`config.mk`:
```
export PLATFORM = sky130hd
export DESIGN_NAME = seg7_scan_decoder
export DESIGN_NICKNAME = d
export VERILOG_FILES = /design/src/rtl/seg7_scan_decoder.sv
export SDC_FILE = /design/constraint.sdc
export NUM_CORES = 1
export LEC_CHECK = 0
export BUFFER_PORTS_ARGS = -buffer_cell sky130_fd_sc_hd__buf_2
export CORE_MARGIN = 4
export CORE_UTILIZATION = 55
export CTS_BUF_LIST = sky130_fd_sc_hd__clkbuf_16
export DETAILED_ROUTE_END_ITERATION = 7
export HOLD_SLACK_MARGIN = 0.02
export PLACE_DENSITY = 0.7
export SLEW_MARGIN = 40
export SYNTH_ARGS = -nofsm -noshare
export SYNTH_HDL_FRONTEND = slang
export SYNTH_SLANG_ARGS = --single-unit
```
`constraint.sdc`:
```
create_clock -name clk -period 5.1 [get_ports clk]
set_input_delay 1.02 -clock clk [delete_from_list [all_inputs] [get_ports clk]]
set_output_delay 1.02 -clock clk [all_outputs]
set_load 0.03 [all_outputs]
```
`src/rtl/seg7_scan_decoder.sv`:
```
// Reads back a multiplexed 4-digit 7-segment scan (MM:SS), checks phase order and digit legality,
// and publishes binary minutes/seconds once a frame repeats. Define SEG7_SCAN_SYNC_EN to add input synchronizers.
module seg7_scan_decoder #(
  parameter int SETTLE_CYCLES  = 16,
  parameter int CONFIRM_FRAMES = 2
) (
  input  logic       clk,
  input  logic       reset,
  input  logic [3:0] Anode_Activate,
  input  logic [6:0] Cathode_Activate,
  output logic [5:0] min,
  output logic [5:0] sec,
  output logic       frame_valid,
  output logic       digit_err,
  output logic       seq_err
);
  localparam int SCW = $clog2(SETTLE_CYCLES + 1);
  localparam int CCW = $clog2(CONFIRM_FRAMES + 1);
  localparam logic [SCW-1:0] SETTLE_MAX = SCW'(SETTLE_CYCLES);
  localparam logic [SCW-1:0] SETTLE_HIT = SCW'(SETTLE_CYCLES - 1);
  localparam logic [CCW-1:0] CONF_MAX   = CCW'(CONFIRM_FRAMES);

  // A D3 sample completes the frame in the same cycle, so no D3 state is ever held.
  typedef enum logic [1:0] {SYNC, D0, D1, D2} state_t;

  logic [3:0] an;
  logic [6:0] ca;

`ifdef SEG7_SCAN_SYNC_EN
  logic [3:0] an_s1_q, an_s2_q;
  logic [6:0] ca_s1_q, ca_s2_q;
  always_ff @(posedge clk or posedge reset) begin
    if (reset) begin
      an_s1_q <= 4'hF;
      an_s2_q <= 4'hF;
      ca_s1_q <= 7'h7F;
      ca_s2_q <= 7'h7F;
    end else begin
      an_s1_q <= Anode_Activate;
      an_s2_q <= an_s1_q;
      ca_s1_q <= Cathode_Activate;
      ca_s2_q <= ca_s1_q;
    end
  end
  assign an = an_s2_q;
  assign ca = ca_s2_q;
`else
  assign an = Anode_Activate;
  assign ca = Cathode_Activate;
`endif

  function automatic logic [4:0] seg_decode(input logic [6:0] c);
    case (c)
      7'b0000001: return {1'b1, 4'd0};
      7'b1001111: return {1'b1, 4'd1};
      7'b0010010: return {1'b1, 4'd2};
      7'b0000110: return {1'b1, 4'd3};
      7'b1001100: return {1'b1, 4'd4};
      7'b0100100: return {1'b1, 4'd5};
      7'b0100000: return {1'b1, 4'd6};
      7'b0001111: return {1'b1, 4'd7};
      7'b0000000: return {1'b1, 4'd8};
      7'b0000100: return {1'b1, 4'd9};
      default:    return 5'b0;
    endcase
  endfunction

  state_t           state_q, state_d;
  logic [3:0]       an_prev_q;
  logic [SCW-1:0]   cnt_q, cnt_d;
  logic [2:0][3:0]  dig_q, dig_d;
  logic [CCW-1:0]   conf_q, conf_d, conf_nx;
  logic             pf_vld_q, pf_vld_d;
  logic [5:0]       pmin_q, pmin_d, psec_q, psec_d;
  logic [5:0]       min_q, min_d, sec_q, sec_d;
  logic             fv_q, fv_d, de_q, de_d, se_q, se_d;

  logic       one_low, stable, sample, multi_new, tens_bad, take, same, pub;
  logic [1:0] ph, exp_ph;
  logic [4:0] dv;
  logic [5:0] fmin, fsec;

  always_comb begin
    one_low = 1'b1;
    ph      = 2'd0;
    case (an)
      4'b0111: ph = 2'd0;
      4'b1011: ph = 2'd1;
      4'b1101: ph = 2'd2;
      4'b1110: ph = 2'd3;
      default: one_low = 1'b0;
    endcase
  end

  assign stable    = (an == an_prev_q);
  assign sample    = one_low && stable && (cnt_q == SETTLE_HIT);
  assign multi_new = !one_low && (an != 4'hF) && !stable;
  assign exp_ph    = state_q;

  always_comb begin
    cnt_d = '0;
    if (one_low && stable)
      cnt_d = (cnt_q == SETTLE_MAX) ? cnt_q : cnt_q + SCW'(1);
  end

  always_comb begin
    state_d  = state_q;
    dig_d    = dig_q;
    conf_d   = conf_q;
    pf_vld_d = pf_vld_q;
    pmin_d   = pmin_q;
    psec_d   = psec_q;
    min_d    = min_q;
    sec_d    = sec_q;
    fv_d     = 1'b0;
    de_d     = 1'b0;
    se_d     = 1'b0;

    dv       = seg_decode(ca);
    tens_bad = !ph[0] && (dv[3:0] > 4'd5);
    take     = (ph == exp_ph) || (ph == 2'd0);
    fmin     = 6'(dig_q[0]) * 6'd10 + 6'(dig_q[1]);
    fsec     = 6'(dig_q[2]) * 6'd10 + 6'(dv[3:0]);
    same     = pf_vld_q && (fmin == pmin_q) && (fsec == psec_q);
    conf_nx  = !same ? CCW'(1) : ((conf_q == CONF_MAX) ? conf_q : conf_q + CCW'(1));
    // A saturated repeat only republishes if it disagrees with what is on the outputs.
    pub      = (conf_nx == CONF_MAX) &&
               (!same || (conf_q != CONF_MAX) || (fmin != min_q) || (fsec != sec_q));

    if (multi_new) begin
      se_d    = 1'b1;
      state_d = SYNC;
    end else if (sample && !(state_q == SYNC && ph != 2'd0)) begin
      if (ph != exp_ph) begin
        se_d    = 1'b1;
        state_d = SYNC;
      end
      if (take) begin
        if (!dv[4] || tens_bad) begin
          de_d    = 1'b1;
          conf_d  = '0;
          state_d = SYNC;
        end else begin
          case (ph)
            2'd0: begin dig_d[0] = dv[3:0]; state_d = D0; end
            2'd1: begin dig_d[1] = dv[3:0]; state_d = D1; end
            2'd2: begin dig_d[2] = dv[3:0]; state_d = D2; end
            default: begin
              state_d  = SYNC;
              conf_d   = conf_nx;
              pf_vld_d = 1'b1;
              pmin_d   = fmin;
              psec_d   = fsec;
              if (pub) begin
                min_d = fmin;
                sec_d = fsec;
                fv_d  = 1'b1;
              end
            end
          endcase
        end
      end
    end
  end

  always_ff @(posedge clk or posedge reset) begin
    if (reset) begin
      state_q   <= SYNC;
      an_prev_q <= 4'hF;
      cnt_q     <= '0;
      dig_q     <= '0;
      conf_q    <= '0;
      pf_vld_q  <= 1'b0;
      pmin_q    <= '0;
      psec_q    <= '0;
      min_q     <= '0;
      sec_q     <= '0;
      fv_q      <= 1'b0;
      de_q      <= 1'b0;
      se_q      <= 1'b0;
    end else begin
      state_q   <= state_d;
      an_prev_q <= an;
      cnt_q     <= cnt_d;
      dig_q     <= dig_d;
      conf_q    <= conf_d;
      pf_vld_q  <= pf_vld_d;
      pmin_q    <= pmin_d;
      psec_q    <= psec_d;
      min_q     <= min_d;
      sec_q     <= sec_d;
      fv_q      <= fv_d;
      de_q      <= de_d;
      se_q      <= se_d;
    end
  end

  assign min         = min_q;
  assign sec         = sec_q;
  assign frame_valid = fv_q;
  assign digit_err   = de_q;
  assign seq_err     = se_q;
endmodule

```
-- Word level (Yosys, flattened, before mapping)
Index checks and enable logic that the tools add are counted.
- equality and inequality tests: 30
- magnitude comparators: 1
- reductions and logical operators: 36
- $mul: 2
- multiplexer cells: 28
- bitwise logic cells: 3
- $add $sub $neg: 4
- operator list (cell ; count):
    5-bit case mux with 10 select lines ; 1
    5-bit AND reduction ; 4
    2-bit 2-to-1 mux ; 9
    7-bit by 3-bit == test with 1-bit output (second input constant) ; 2
    7-bit by 6-bit == test with 1-bit output (second input constant) ; 2
    7-bit == test (second input constant) ; 2
    1-bit 2-to-1 mux ; 14
    6-bit by 4-bit adder with 6-bit output ; 2
    4-bit == test (second input constant) ; 3
    6-bit == test ; 2
    6-bit != test ; 2
    2-bit case mux with 3 select lines ; 2
    1-bit logical AND ; 10
    4-bit by 3-bit multiplier with 5-bit output (second input constant) ; 2
    5-bit 2-to-1 mux ; 2
    7-bit by 1-bit == test with 1-bit output (second input constant) ; 1
    7-bit by 4-bit == test with 1-bit output (second input constant) ; 1
    7-bit by 5-bit == test with 1-bit output (second input constant) ; 1
    7-bit zero test ; 1
    2-bit == test (second input constant) ; 3
    1-bit zero test ; 6
    6-bit AND reduction ; 1
    5-bit by 1-bit adder with 5-bit output (second input constant) ; 1
    5-bit by 4-bit == test with 1-bit output (second input constant) ; 1
    20 further kinds ; 29
- input port bits: 13
- output and inout bits: 15
- register bits after elaboration: 53
- word-level logic and storage cells: 119

-- Longest topological paths before layout
Gate-level depths: netlist of the first run.
- depth after elaboration: 16
- gate-level depth with buffers: 17
- mapped depth without buffers: 13

-- Worst setup path after synthesis of the first run
OpenSTA, ideal clock, no wires.
- path type: input to register
- start: in Cathode_Activate[3]
- end: reg min_q[0], in the netlist min[0]
- arrival: 4.727 ns
- library setup time: 0.125 ns
- data required time: 4.975 ns
- buffers on the path: 4
- path slack: 0.248 ns
- stages on the path: 17
- cells stage by stage: buf_6 or3b_4 a2111oi_4 or2_2 buf_4 xor2_1 ha_1 clkbuf_1 nor2_1 mux2_2 nor4_1 and4_1 o311ai_1 nand4b_2 a2111oi_4 buf_8 mux2_4
- word-level cells in the longest chain between the ends: 11
- elaborated cells between the ends (all ways): 28
- those cells by class: add/sub (1); order compare (1); eq/ne (12); mux (2); bitwise (1); reduce/logical (11)
- ends and longest elaborated chain (item ; RTL line ; RTL):
    from (decl) ; 10 ; input logic [6:0] Cathode_Activate,
    7-bit by 3-bit == test with 1-bit output, or another cell as far along ; 53 ; case (c)
    5-bit case mux with 10 select lines * ; 53 ;
    6-bit by 4-bit adder with 6-bit output ; 123 ; fsec = 6'(dig_q[2]) * 6'd10 + 6'(dv[3:0]);
    6-bit == test ; 124 ; same = pf_vld_q && (fmin == pmin_q) && (fsec == psec_q);
    1-bit logical AND ; 124 ;
    1-bit zero test ; 128 ; (!same || (conf_q != CONF_MAX) || (fmin != min_q) || (fsec != sec_q));
    1-bit logical OR (3 in series) ; 128 ;
    1-bit logical AND ; 127 ; pub = (conf_nx == CONF_MAX) &&
    6-bit AND reduction (no source line) * ; -- ;
    to (signal assigned) ; 190 ; min_q <= min_d;
    to (decl) ; 75 ; logic [5:0] min_q, min_d, sec_q, sec_d;
Mark *: on every way between the ends. The rest lies on a longest branch, timed or not.
A chain may end at the register's enable or synchronous reset.

-- Final worst setup path of the first run
- start: in Cathode_Activate[3]
- end: reg min_q[4], in the netlist min[4]
The elaborated chain is that of the path after synthesis.

==> results.txt, run 1 <==
----------------------------------------------------
[Power]
  LEAKAGE ... 1.808 nW
  Max rail drop VDD ... 0.1666 mV
  Pwr dens ... 212.0 nW/um^2

[Clock tree]
  Hold Buf Count CTS ... 0
  CTS-repair resized insts ... 0
  CTS tree ... done
  Cts bufs inserted ... 5
  Clk Tree Root Cell ... sky130_fd_sc_hd__clkbuf_16
  H-Tree Depth ... 2
  Clock tree buffer depth ... 2
  TritonCTS Sinks ... 53
  Buffers inserted during post-CTS setup optimization ... 0
  Clock network latency to the later pin of the worst-skew pair ... 290 ps
  Clock Pin Slew Worst Setup and Hold Paths ... 70 ps

[Setup path]
  Arrival time of the worst setup path ... 4680 ps
  Critical Path Sink Type ... flop
  Peak fanout along the critical path ... 10
  List of cells traversed by the critical path ... buf_2 -> or3b_4 -> a2111oi_4 -> or2_2 -> xor2_1 -> ha_1 -> nor2_1 -> mux2_2 -> nor4_1 -> and4_1 -> o311ai_1 -> nand4b_2 -> a2111oi_4 -> buf_4 -> mux2_2
  Type of the worst setup path ... in2reg
  Startpoint types ... input port
  Family with the most delay on the worst path ... simple AND/OR/NAND/NOR gates
  Cell at the slowest stage of the critical path ... sky130_fd_sc_hd__or3b_4
  Endpoint required time on the critical path ... 5280 ps
  Critical path buffer and inverter count ... 2
  Crit-path max cell delay ... 410 ps

[Finish]
  Fraction of final layout cells with drive strength greater than 1 ... 0.2390
  Commonest non-fill, non-tap cell in the layout ... sky130_fd_sc_hd__dfrtp_1
  Post-synthesis to final-layout area growth ... 9.468%
  Share of the core filled with cells ... 0.6163
  Post-layout instance count excluding filler cells ... 441
  Commonest cells after routing, fill and taps aside ... 49 x sky130_fd_sc_hd__dfrtp_1, 32 x sky130_fd_sc_hd__xnor2_1, 27 x sky130_fd_sc_hd__buf_2
  Filler instances ... 544
  Antenna Cells ... 0
  Net count of the finished layout ... 398
  Area used by multi-input combinational logic ... 2082 sq um
  Area used by sequential logic in the layout ... 1331 sq um

[Route]
  Final wirelength ... 7075 um
  Via-to-Cell Ratio ... 5.825
  Via count ... 2569
  DRC Markers ... 0
  Pre-Repair DR Iteration Count ... 4
  Count of antenna-violating nets left after detailed routing ... 0
  Detailed router's first-iteration violation count ... 112
  Wire length per cell ... 16.04 um

[Placement]
  Setup Slack @ Placement ... 295.7 ps
  Number of port buffers ... 27
  Weighted congestion reported at the end of routability-driven placement ... 0.8742
  Half-perimeter wire length of the detailed placement result ... 5346 um
  Cell total after placement ... 433

[Synthesis]
  Synth Net Count ... 373
  Mapped cell area ... 3555 sq um
  Count of yosys warnings during synthesis ... 0
  Mean Syn Cell Area ... 10.52 sq um
  Instance count of the mapped netlist ... 338
  Count of different cell masters after synthesis ... 61
  Count of state elements after synthesis ... 53
  Number of enable flip-flop cells after synthesis ... 0
  Post-synthesis sequential area ratio ... 0.3745
  Top flip-flop cell by instance count after synthesis ... sky130_fd_sc_hd__dfrtp_1
  Share of flip-flops with an asynchronous set or reset ... 1.000

[STA]
  Number of failing hold endpoints at the final stage ... 0
  Actual slew at the worst max-slew pin ... 864.6 ps
  Min Tclk post-route ... 4497 ps
  Final number of max-transition violations ... 0
  Worst Skew ... 3.126 ps
  Setup_tns ... 0 ps
  Final hold slack ... 474.6 ps
  Highest clock rate ... 222.4 MHz
  Post-route worst setup slack ... 603.1 ps
  RSZ-0062 raised after global routing ... false
  Period utilisation layout ... 0.8818
  Setup Viol. Count Final ... 0
  Max-slew headroom at the worst pin ... 0.4163

[Floorplanning]
  Floorplan core area ... 6314 sq um
  Vert. Die Dim ... 88.39 um
  Die width ... 88.39 um
  # IOs ... 28
  Starting density of the core ... 0.5630
  Die Footprint ... 7813 sq um
  Placement Rows ... 29

[Global route]
  Number of antenna violations at the first check in global routing ... 0
  First-pass GRT wire length ... 12160 um
  Vias in the first global route ... 2512
  GRT Residual Overflow ... 0
  Tot GR Track Use ... 0.1997
  Largest net degree at the start of global routing ... 54

[Status]
  Status ... completed

[Flow run]
  Max-Cap Viols ... 0

[Hold path]
  Class of the tightest hold or removal check ... reg2reg

----------------------------------------------------
[worst reg2reg max path, cell delays in order, from the launching register on]
cell,delay [ps]
sky130_fd_sc_hd__dfrtp_1,690
sky130_fd_sc_hd__ha_1,330
sky130_fd_sc_hd__ha_1,310
sky130_fd_sc_hd__inv_1,220
sky130_fd_sc_hd__nor4_1,90
sky130_fd_sc_hd__a2111oi_0,520
sky130_fd_sc_hd__nand4b_2,300
sky130_fd_sc_hd__xnor2_1,300
sky130_fd_sc_hd__nand4b_2,200
sky130_fd_sc_hd__a2111oi_4,340
sky130_fd_sc_hd__buf_4,250
sky130_fd_sc_hd__mux2_2,340
[synth_stat cells, types with 2 or more instances]
library cell / count / area [sq um]
sky130_fd_sc_hd__xnor2_1: 32 / 280.3
sky130_fd_sc_hd__nor2_1: 16 / 60.06
sky130_fd_sc_hd__nand3_1: 6 / 30.03
sky130_fd_sc_hd__o21ai_0: 17 / 85.08
sky130_fd_sc_hd__a2111oi_4: 2 / 55.05
sky130_fd_sc_hd__nand4_1: 6 / 37.54
sky130_fd_sc_hd__a2111oi_0: 2 / 17.52
sky130_fd_sc_hd__o2111ai_1: 3 / 26.28
sky130_fd_sc_hd__mux2_2: 20 / 225.2
sky130_fd_sc_hd__and4b_1: 2 / 20.02
sky130_fd_sc_hd__nor3_1: 10 / 50.05
sky130_fd_sc_hd__nor3b_1: 2 / 15.01
sky130_fd_sc_hd__mux2i_1: 3 / 30.03
sky130_fd_sc_hd__nand2_1: 25 / 93.84
sky130_fd_sc_hd__a21oi_1: 8 / 40.04
sky130_fd_sc_hd__a31oi_1: 3 / 18.77
sky130_fd_sc_hd__nand4b_2: 2 / 30.03
sky130_fd_sc_hd__a21o_1: 6 / 45.04
sky130_fd_sc_hd__dfrtp_1: 49 / 1226
sky130_fd_sc_hd__and3_1: 2 / 12.51
sky130_fd_sc_hd__nor4bb_1: 2 / 20.02
sky130_fd_sc_hd__inv_1: 14 / 52.55
sky130_fd_sc_hd__nand2b_1: 2 / 12.51
sky130_fd_sc_hd__ha_1: 21 / 262.8
sky130_fd_sc_hd__xor2_1: 13 / 113.9
sky130_fd_sc_hd__a22o_1: 4 / 35.03
sky130_fd_sc_hd__buf_2: 7 / 35.03
sky130_fd_sc_hd__clkbuf_1: 4 / 15.01
sky130_fd_sc_hd__and4_1: 3 / 26.28
sky130_fd_sc_hd__nor4_1: 6 / 37.54
sky130_fd_sc_hd__mux2_4: 9 / 135.1
sky130_fd_sc_hd__or2_2: 3 / 18.77
sky130_fd_sc_hd__dfstp_2: 4 / 105.1
sky130_fd_sc_hd__or3_1: 3 / 18.77
[path summary, 6_finish.rpt]
kind / start / end / slack (ps) / depth (start not counted)
min in group asynchronous: reset / cnt_q[1] / 820 / 2
setup / recovery: Cathode_Activate[3] / min[4] / 600 / 15
setup reg to reg: dig_q[9] / min[4] / 1090 / 11
hold reg to reg: pf_vld_q / pf_vld_q / 470 / 1
max in group asynchronous: reset / psec_q[5] / 3840 / 2
hold / removal: pf_vld_q / pf_vld_q / 470 / 1
[registers in the layout, indices dropped and copies added, names as in the netlist]
| signal | flops |
|---|---|
| an_prev_q | 4 |
| cnt_q | 5 |
| conf_q | 2 |
| dig_q | 12 |
| digit_err | 1 |
| exp_ph | 2 |
| frame_valid | 1 |
| min | 6 |
| pf_vld_q | 1 |
| pmin_q | 6 |
| psec_q | 6 |
| sec | 6 |
| seq_err | 1 |
[through the flow]
| stage | total power, mW | area (sq um) |
|---|---|---|
| after floorplan | 0.4762 | 3555 |
| after global placement | 0.4898 | 3742 |
| after detailed placement | 0.4916 | 3745 |
| after CTS | 0.8325 | 3891 |
| after global routing | 0.8537 | 3891 |
| final | 0.8249 | 3891 |
[metal layers]
metal,wire [um],global-route usage,vias to the layer above
li1,-,-,1264
met1,3393,0.2810,1247
met2,3303,0.3141,51
met5,0,0,-
met3,275,0.03259,7
met4,102,0.06731,0
[power by group]
part	switching, mW	internal (mW)	total, mW
registers	0.000968	0.424	0.425
logic	0.0385	0.0198	0.0583
clock network	0.159	0.183	0.342
[cell type report]
cell class	instances	area share
multi-input combinational	256	0.5350
sequential	53	0.3421
timing repair buffer	33	0.04630
clock buffer	5	0.03215
tap	77	0.02476
inverter	14	0.01415
clock inverter	3	0.005466
[cells by family after synthesis]
group	synth area share
mux	0.1098
buf+inv	0.03977
flops	0.3745
fa+ha+maj	0.08237
simple gates	0.1566
compound gates	0.1197
xor+xnor	0.1172
(Power assumes the default switching activity.)
==> inputs of run 2 (changes only) <==
CTS_BUF_LIST = sky130_fd_sc_hd__clkbuf_2 sky130_fd_sc_hd__clkbuf_4 sky130_fd_sc_hd__clkbuf_8   (was sky130_fd_sc_hd__clkbuf_16)
PLACE_DENSITY = 0.73   (was 0.7)
clock period = 4 ns   (was 5.1 ns; I/O delays follow)
==> results.txt, run 2 (synthesis gave the netlist of run 1 again) <==
----------------------------------------------------
[STA]
  Setup Viol. Count Final ... 5 (+5)
  Worst Skew ... 12.26 ps (+9.133 ps)
  Min Tclk post-route ... 4011 ps
  Post-route worst setup slack ... -11.32 ps (-614.4 ps)
  Number of failing hold endpoints at the final stage ... 0 (unchanged)
  Period utilisation layout ... 1.003
  RSZ-0062 raised after global routing ... true
  Max-slew headroom at the worst pin ... 0.4572 (+0.04092)
  Highest clock rate ... 249.3 MHz
  Final number of max-transition violations ... 0 (unchanged)
  Actual slew at the worst max-slew pin ... 804.0 ps (-60.62 ps)

[Placement]
  Weighted congestion reported at the end of routability-driven placement ... 0.7949 (-9.1%)
  Number of port buffers ... 27 (unchanged)
  Setup Slack @ Placement ... -421.8 ps (-717.5 ps)
  Cell total after placement ... 467 (+7.9%)
  Half-perimeter wire length of the detailed placement result ... 6053 um (+13%)

[Floorplanning]
  Vert. Die Dim ... 88.39 um (unchanged)
  Starting density of the core ... 0.5630 (unchanged)
  Die Footprint ... 7813 sq um (unchanged)
  Placement Rows ... 29 (unchanged)
  Die width ... 88.39 um (unchanged)
  Floorplan core area ... 6314 sq um (unchanged)
  # IOs ... 28 (unchanged)

[Route]
  DRC Markers ... 0 (unchanged)
  Pre-Repair DR Iteration Count ... 4 (unchanged)
  Final wirelength ... 7930 um (+12%)
  Wire length per cell ... 16.52 um (+3.0%)
  Detailed router's first-iteration violation count ... 144 (+29%)
  Count of antenna-violating nets left after detailed routing ... 0 (unchanged)
  Via-to-Cell Ratio ... 5.815 (-0.19%)
  Via count ... 2791 (+8.6%)

[Finish]
  Commonest non-fill, non-tap cell in the layout ... sky130_fd_sc_hd__dfrtp_1
  Post-layout instance count excluding filler cells ... 480 (+8.8%)
  Net count of the finished layout ... 437 (+9.8%)
  Commonest cells after routing, fill and taps aside ... 49 x sky130_fd_sc_hd__dfrtp_1, 39 x sky130_fd_sc_hd__buf_4, 29 x sky130_fd_sc_hd__xnor2_1
  Fraction of final layout cells with drive strength greater than 1 ... 0.3400 (+0.1009)
  Antenna Cells ... 0 (unchanged)
  Max reg flops ... 12 (unchanged)
  Filler instances ... 509 (-6.4%)
  Biggest register ... dig_q
  Post-synthesis to final-layout area growth ... 20.31%

[Power]
  Pwr dens ... 221.2 nW/um^2 (+4.4%)
  Total power ... 0.9461 mW (+15%)
  Max rail drop VDD ... 0.1654 mV (-0.71%)
  LEAKAGE ... 2.017 nW (+12%)

[Clock tree]
  TritonCTS Sinks ... 53 (unchanged)
  CTS tree ... done
  H-Tree Depth ... 2 (unchanged)
  Clock tree buffer depth ... 2 (unchanged)
  Hold Buf Count CTS ... 0 (unchanged)
  Clock network latency to the later pin of the worst-skew pair ... 310 ps (+20 ps)
  Clk Tree Root Cell ... sky130_fd_sc_hd__clkbuf_8
  Clock Pin Slew Worst Setup and Hold Paths ... 100 ps (+30 ps)
  Cts bufs inserted ... 5 (unchanged)

[Setup path]
  Depth of the worst register-to-register path ... 12 (+1)
  Startpoint types ... input port
  Critical Path Sink Type ... flop
  Endpoint required time on the critical path ... 4200 ps (-1080 ps)
  Peak fanout along the critical path ... 5 (-5)
  Type of the worst setup path ... in2reg
  Arrival time of the worst setup path ... 4210 ps (-470 ps)

[Global route]
  First-pass GRT wire length ... 13420 um (+10%)
  Number of antenna violations at the first check in global routing ... 0 (unchanged)
  Tot GR Track Use ... 0.2202 (+0.02050)
  Largest net degree at the start of global routing ... 41 (-24%)
  GRT Residual Overflow ... 0 (unchanged)
  Vias in the first global route ... 2804 (+12%)

[Flow run]
  Max-Cap Viols ... 0 (unchanged)

[Status]
  Violated checks ... setup timing
  Status ... complete, but fails checks

[Hold path]
  Class of the tightest hold or removal check ... in2async

----------------------------------------------------
## run 2: path summary, 6_finish.rpt
kind / startpoint / endpoint / slack (ps)
setup / recovery: Cathode_Activate[6] / min[4] / -10
hold / removal: reset / cnt_q[0] / 410
setup reg to reg: dig_q[11] / min[4] / 510
hold reg to reg: pf_vld_q / pf_vld_q / 490
max in group asynchronous: reset / pmin_q[0] / 2800
min in group clk: pf_vld_q / pf_vld_q / 490
## run 2: routing by layer
layer | vias to the layer above | global-route usage | part of all wire
li1 | 1351 | - | -
met1 | 1376 | 0.2842 | 0.44
met2 | 52 | 0.3807 | 0.51
met3 | 12 | 0.03538 | 0.035
met4 | 0 | 0.06593 | 0.014
met5 | - | 0 | 0
## run 2: final cells by class
cell class | count | area, sq um | share of cell area
repair buffers | 72 | 541.8 | 0.1267
clock inverters | 2 | 13.76 | 0.003218
well taps | 77 | 96.34 | 0.02253
multi-input cells | 256 | 2165 | 0.5061
clock buffers | 6 | 76.32 | 0.01785
inverters | 14 | 52.55 | 0.01229
flip-flops and latches | 53 | 1331 | 0.3113
## run 2: critical path, cell delays in order
cell and delay, ps:
sky130_fd_sc_hd__buf_6 90, sky130_fd_sc_hd__or3b_4 400, sky130_fd_sc_hd__a2111oi_4 390, sky130_fd_sc_hd__or2_4 190, sky130_fd_sc_hd__xor2_1 60, sky130_fd_sc_hd__ha_2 190
sky130_fd_sc_hd__buf_4 150, sky130_fd_sc_hd__a21oi_4 170, sky130_fd_sc_hd__nor2_2 50, sky130_fd_sc_hd__or3_1 360, sky130_fd_sc_hd__o2111ai_1 130, sky130_fd_sc_hd__and4b_1 250
sky130_fd_sc_hd__a2111oi_4 360, sky130_fd_sc_hd__buf_6 180, sky130_fd_sc_hd__buf_12 120, sky130_fd_sc_hd__mux2_4 300
## run 2: where the power goes
part           leakage (nW)  switching [mW]  internal, mW  total [mW]
combinational          1.25          0.0532        0.0389      0.0921
clock                0.0490           0.180         0.132       0.312
sequential            0.719         0.00134         0.540       0.542
## run 2: per-stage QoR
stage / hold WS [ps] / TNS [ps] / instance area, sq um / util
after detailed placement: 462.1 / -4314 / 4040 / 0.6399
after CTS: 416.2 / -26.82 / 4250 / 0.6732
after floorplan: 434.6 / -4866 / 3586 / -
after global routing: 422.9 / -1764 / 4277 / 0.6774
after global placement: 449.9 / -3549 / 4040 / 0.6399
final: 412.6 / -17.11 / 4277 / 0.6774
## run 2: timing repair
| action | 4_1_cts | 5_1_grt |
|---|---|---|
| resized for setup | 13 | 5 |
| endpoints found under the hold margin | 0 | 0 |
| pin swaps | 10 | 11 |
| buffers inserted | 5 | 0 |
| cloned | 1 | 0 |
| setup endpoints to repair | 11 | 12 |
==> inputs of run 3 (changes only) <==
PLACE_DENSITY = 0.84   (was 0.73)
==> results.txt, run 3 (synthesis gave the netlist of run 1 again) <==
----------------------------------------------------
[Floorplanning]
  # IOs ... 28 (unchanged)
  Starting density of the core ... 0.5630 (unchanged)
  Die width ... 88.39 um (unchanged)
  Floorplan core area ... 6314 sq um (unchanged)
  Placement Rows ... 29 (unchanged)
  Die Footprint ... 7813 sq um (unchanged)
  Vert. Die Dim ... 88.39 um (unchanged)

[Setup path]
  Family with the most delay on the worst path ... simple AND/OR/NAND/NOR gates
  Endpoint required time on the critical path ... 4190 ps (about the same)
  Critical path buffer and inverter count ... 2 (-2)
  Peak fanout along the critical path ... 6 (+1)
  Depth of the worst register-to-register path ... 11 (-1)
  Critical path depth ... 15 (-1)
  Arrival time of the worst setup path ... 4240 ps (+30 ps)
  Crit-path max cell delay ... 400 ps (about the same)
  Critical Path Sink Type ... flop
  Startpoint types ... input port
  Cell at the slowest stage of the critical path ... sky130_fd_sc_hd__or3b_4
  Type of the worst setup path ... in2reg
  List of cells traversed by the critical path ... buf_6 -> or3b_4 -> a2111oi_4 -> or2_4 -> xor2_4 -> ha_4 -> nor2_2 -> mux2_4 -> nor4_4 -> and4_4 -> o311ai_4 -> nand4b_4 -> a2111oi_4 -> buf_6 -> mux2_4

[Finish]
  Antenna Cells ... 0 (unchanged)
  Commonest cells after routing, fill and taps aside ... 49 x sky130_fd_sc_hd__dfrtp_1, 45 x sky130_fd_sc_hd__buf_4, 31 x sky130_fd_sc_hd__xnor2_1
  Commonest non-fill, non-tap cell in the layout ... sky130_fd_sc_hd__dfrtp_1
  Filler instances ... 455 (-11%)
  Total non-filler cell area in the finished layout ... 4357 sq um (+1.9%)
  Post-synthesis to final-layout area growth ... 22.56%
  Max reg flops ... 12 (unchanged)
  Biggest register ... dig_q
  Area used by multi-input combinational logic ... 2206 sq um (+1.9%)
  Net count of the finished layout ... 443 (+1.4%)
  Area used by sequential logic in the layout ... 1331 sq um (unchanged)
  Fraction of final layout cells with drive strength greater than 1 ... 0.3521 (+0.01213)

[Clock tree]
  Hold Buf Count CTS ... 0 (unchanged)
  Cts bufs inserted ... 5 (unchanged)
  Clock tree buffer depth ... 2 (unchanged)
  Clock Pin Slew Worst Setup and Hold Paths ... 90 ps (about the same)
  CTS tree ... done
  Clock network latency to the later pin of the worst-skew pair ... 310 ps (about the same)
  H-Tree Depth ... 2 (unchanged)
  TritonCTS Sinks ... 53 (unchanged)
  Clk Tree Root Cell ... sky130_fd_sc_hd__clkbuf_8

[Placement]
  Weighted congestion reported at the end of routability-driven placement ... 0.8689 (+9.3%)
  Setup Slack @ Placement ... -394.4 ps (+27.37 ps)
  Half-perimeter wire length of the detailed placement result ... 5880 um (-2.9%)
  Number of port buffers ... 27 (unchanged)
  Instance area after placement ... 4053 sq um (+0.31%)

[Route]
  Via count ... 2877 (+3.1%)
  DRC Markers ... 0 (unchanged)
  Via-to-Cell Ratio ... 5.920 (+1.8%)
  Wire length per cell ... 17.14 um (+3.7%)
  Pre-Repair DR Iteration Count ... 5 (+1)
  Final wirelength ... 8330 um (+5.0%)
  Count of antenna-violating nets left after detailed routing ... 0 (unchanged)
  Top sig layer ... met4
  Routed length on met1 ... 3570 um (+2.1%)
  Met3 wire length ... 300 um (+8.7%)
  Metal2 WL ... 4226 um (+4.6%)
  Detailed router's first-iteration violation count ... 159 (+10%)

[STA]
  RSZ-0062 raised after global routing ... true
  Highest clock rate ... 247.1 MHz (-0.88%)
  Actual slew at the worst max-slew pin ... 871.4 ps (+67.42 ps)
  Post-route worst setup slack ... -47.09 ps (-35.77 ps)
  Final number of max-transition violations ... 0 (unchanged)
  Max-slew headroom at the worst pin ... 0.4117 (-0.04552)
  Number of failing hold endpoints at the final stage ... 0 (unchanged)
  Worst Skew ... 13.23 ps (+0.9668 ps)
  Min Tclk post-route ... 4047 ps (+35.77 ps)
  Setup Viol. Count Final ... 11 (+6)
  Period utilisation layout ... 1.012 (+0.008941)

[Status]
  Violated checks ... setup timing
  Status ... complete, but fails checks

[Hold path]
  Class of the tightest hold or removal check ... reg2reg
  Worst hold path stage count ... 1

[Power]
  Pwr dens ... 220.5 nW/um^2 (-0.31%)
  LEAKAGE ... 2.049 nW (+1.6%)
  Max rail drop VDD ... 0.1635 mV (-1.1%)

[Global route]
  First-pass GRT wire length ... 13590 um (+1.3%)
  Number of antenna violations at the first check in global routing ... 0 (unchanged)
  GRT Residual Overflow ... 0 (unchanged)
  Vias in the first global route ... 2878 (+2.6%)
  Tot GR Track Use ... 0.2187 (-0.001446)
  Largest net degree at the start of global routing ... 54 (+32%)

[Flow run]
  Max-Cap Viols ... 0 (unchanged)

----------------------------------------------------
==> run 3: final cells by class <==
type,count,share of cell area
multi-input combinational,256,0.5063
sequential,53,0.3056
timing repair buffer,78,0.1304
tap,77,0.02211
clock buffer,6,0.01895
inverter,14,0.01264
clock inverter,2,0.004021
==> run 3: metrics by stage <==
| step | util | hold WS, ps | instances | total power [mW] | TNS [ps] |
|---|---|---|---|---|---|
| 6_report | 0.6901 | 479.9 | 486 | 0.9608 | -343.8 |
| 5_1_grt | 0.6901 | 503.0 | 486 | 1.008 | -1889 |
| 4_1_cts | 0.6734 | 482.7 | 485 | 0.9699 | -144.5 |
| 2_1_floorplan | - | 434.6 | 338 | 0.6075 | -4866 |
| 3_3_place_gp | 0.6415 | 448.8 | 470 | 0.6370 | -3312 |
| 3_5_place_dp | 0.6419 | 457.0 | 470 | 0.6402 | -4162 |
==> run 3: worst register-to-register path: stages (launching register included) <==
cell and delay, ps:
sky130_fd_sc_hd__dfrtp_1 440, sky130_fd_sc_hd__ha_1 310, sky130_fd_sc_hd__ha_1 360, sky130_fd_sc_hd__xnor2_2 240, sky130_fd_sc_hd__mux2_4 340, sky130_fd_sc_hd__nor4_4 300
sky130_fd_sc_hd__and4_4 270, sky130_fd_sc_hd__o311ai_4 90, sky130_fd_sc_hd__nand4b_4 210, sky130_fd_sc_hd__a2111oi_4 300, sky130_fd_sc_hd__buf_6 210, sky130_fd_sc_hd__mux2_4 310
==> run 3: layer usage <==
| layer | vias to the layer above | global-route usage |
|---|---|---|
| li1 | 1361 | - |
| met1 | 1413 | 0.2794 |
| met3 | 19 | 0.03538 |
| met2 | 84 | 0.3773 |
| met5 | - | 0 |
| met4 | 0 | 0.07280 |
==> run 3: final timing paths <==
path,start,to,slack (ps)
worst max-delay path,Cathode_Activate[3],min[0],-50
worst min-delay path,pf_vld_q,pf_vld_q,480
worst max register to register,dig_q[8],min[0],500
worst min register to register,pf_vld_q,pf_vld_q,480
max in group asynchronous,reset,min[2],3000
min in group asynchronous,reset,pmin_q[0],570
==> run 3: where the power goes <==
group / switching [mW] / internal [mW] / leakage [nW]
logic: 0.0552 / 0.0408 / 1.28
clock network: 0.179 / 0.144 / 0.0518
registers: 0.00128 / 0.540 / 0.719
==> run 3: repair_timing <==
action | 4_1_cts | 5_1_grt
gates cloned | 0 | 0
gates resized for setup | 10 | 16
hold endpoints to repair | 0 | 0
setup endpoints to repair | 11 | 12
setup buffers | 7 | 1
pin swaps | 10 | 7
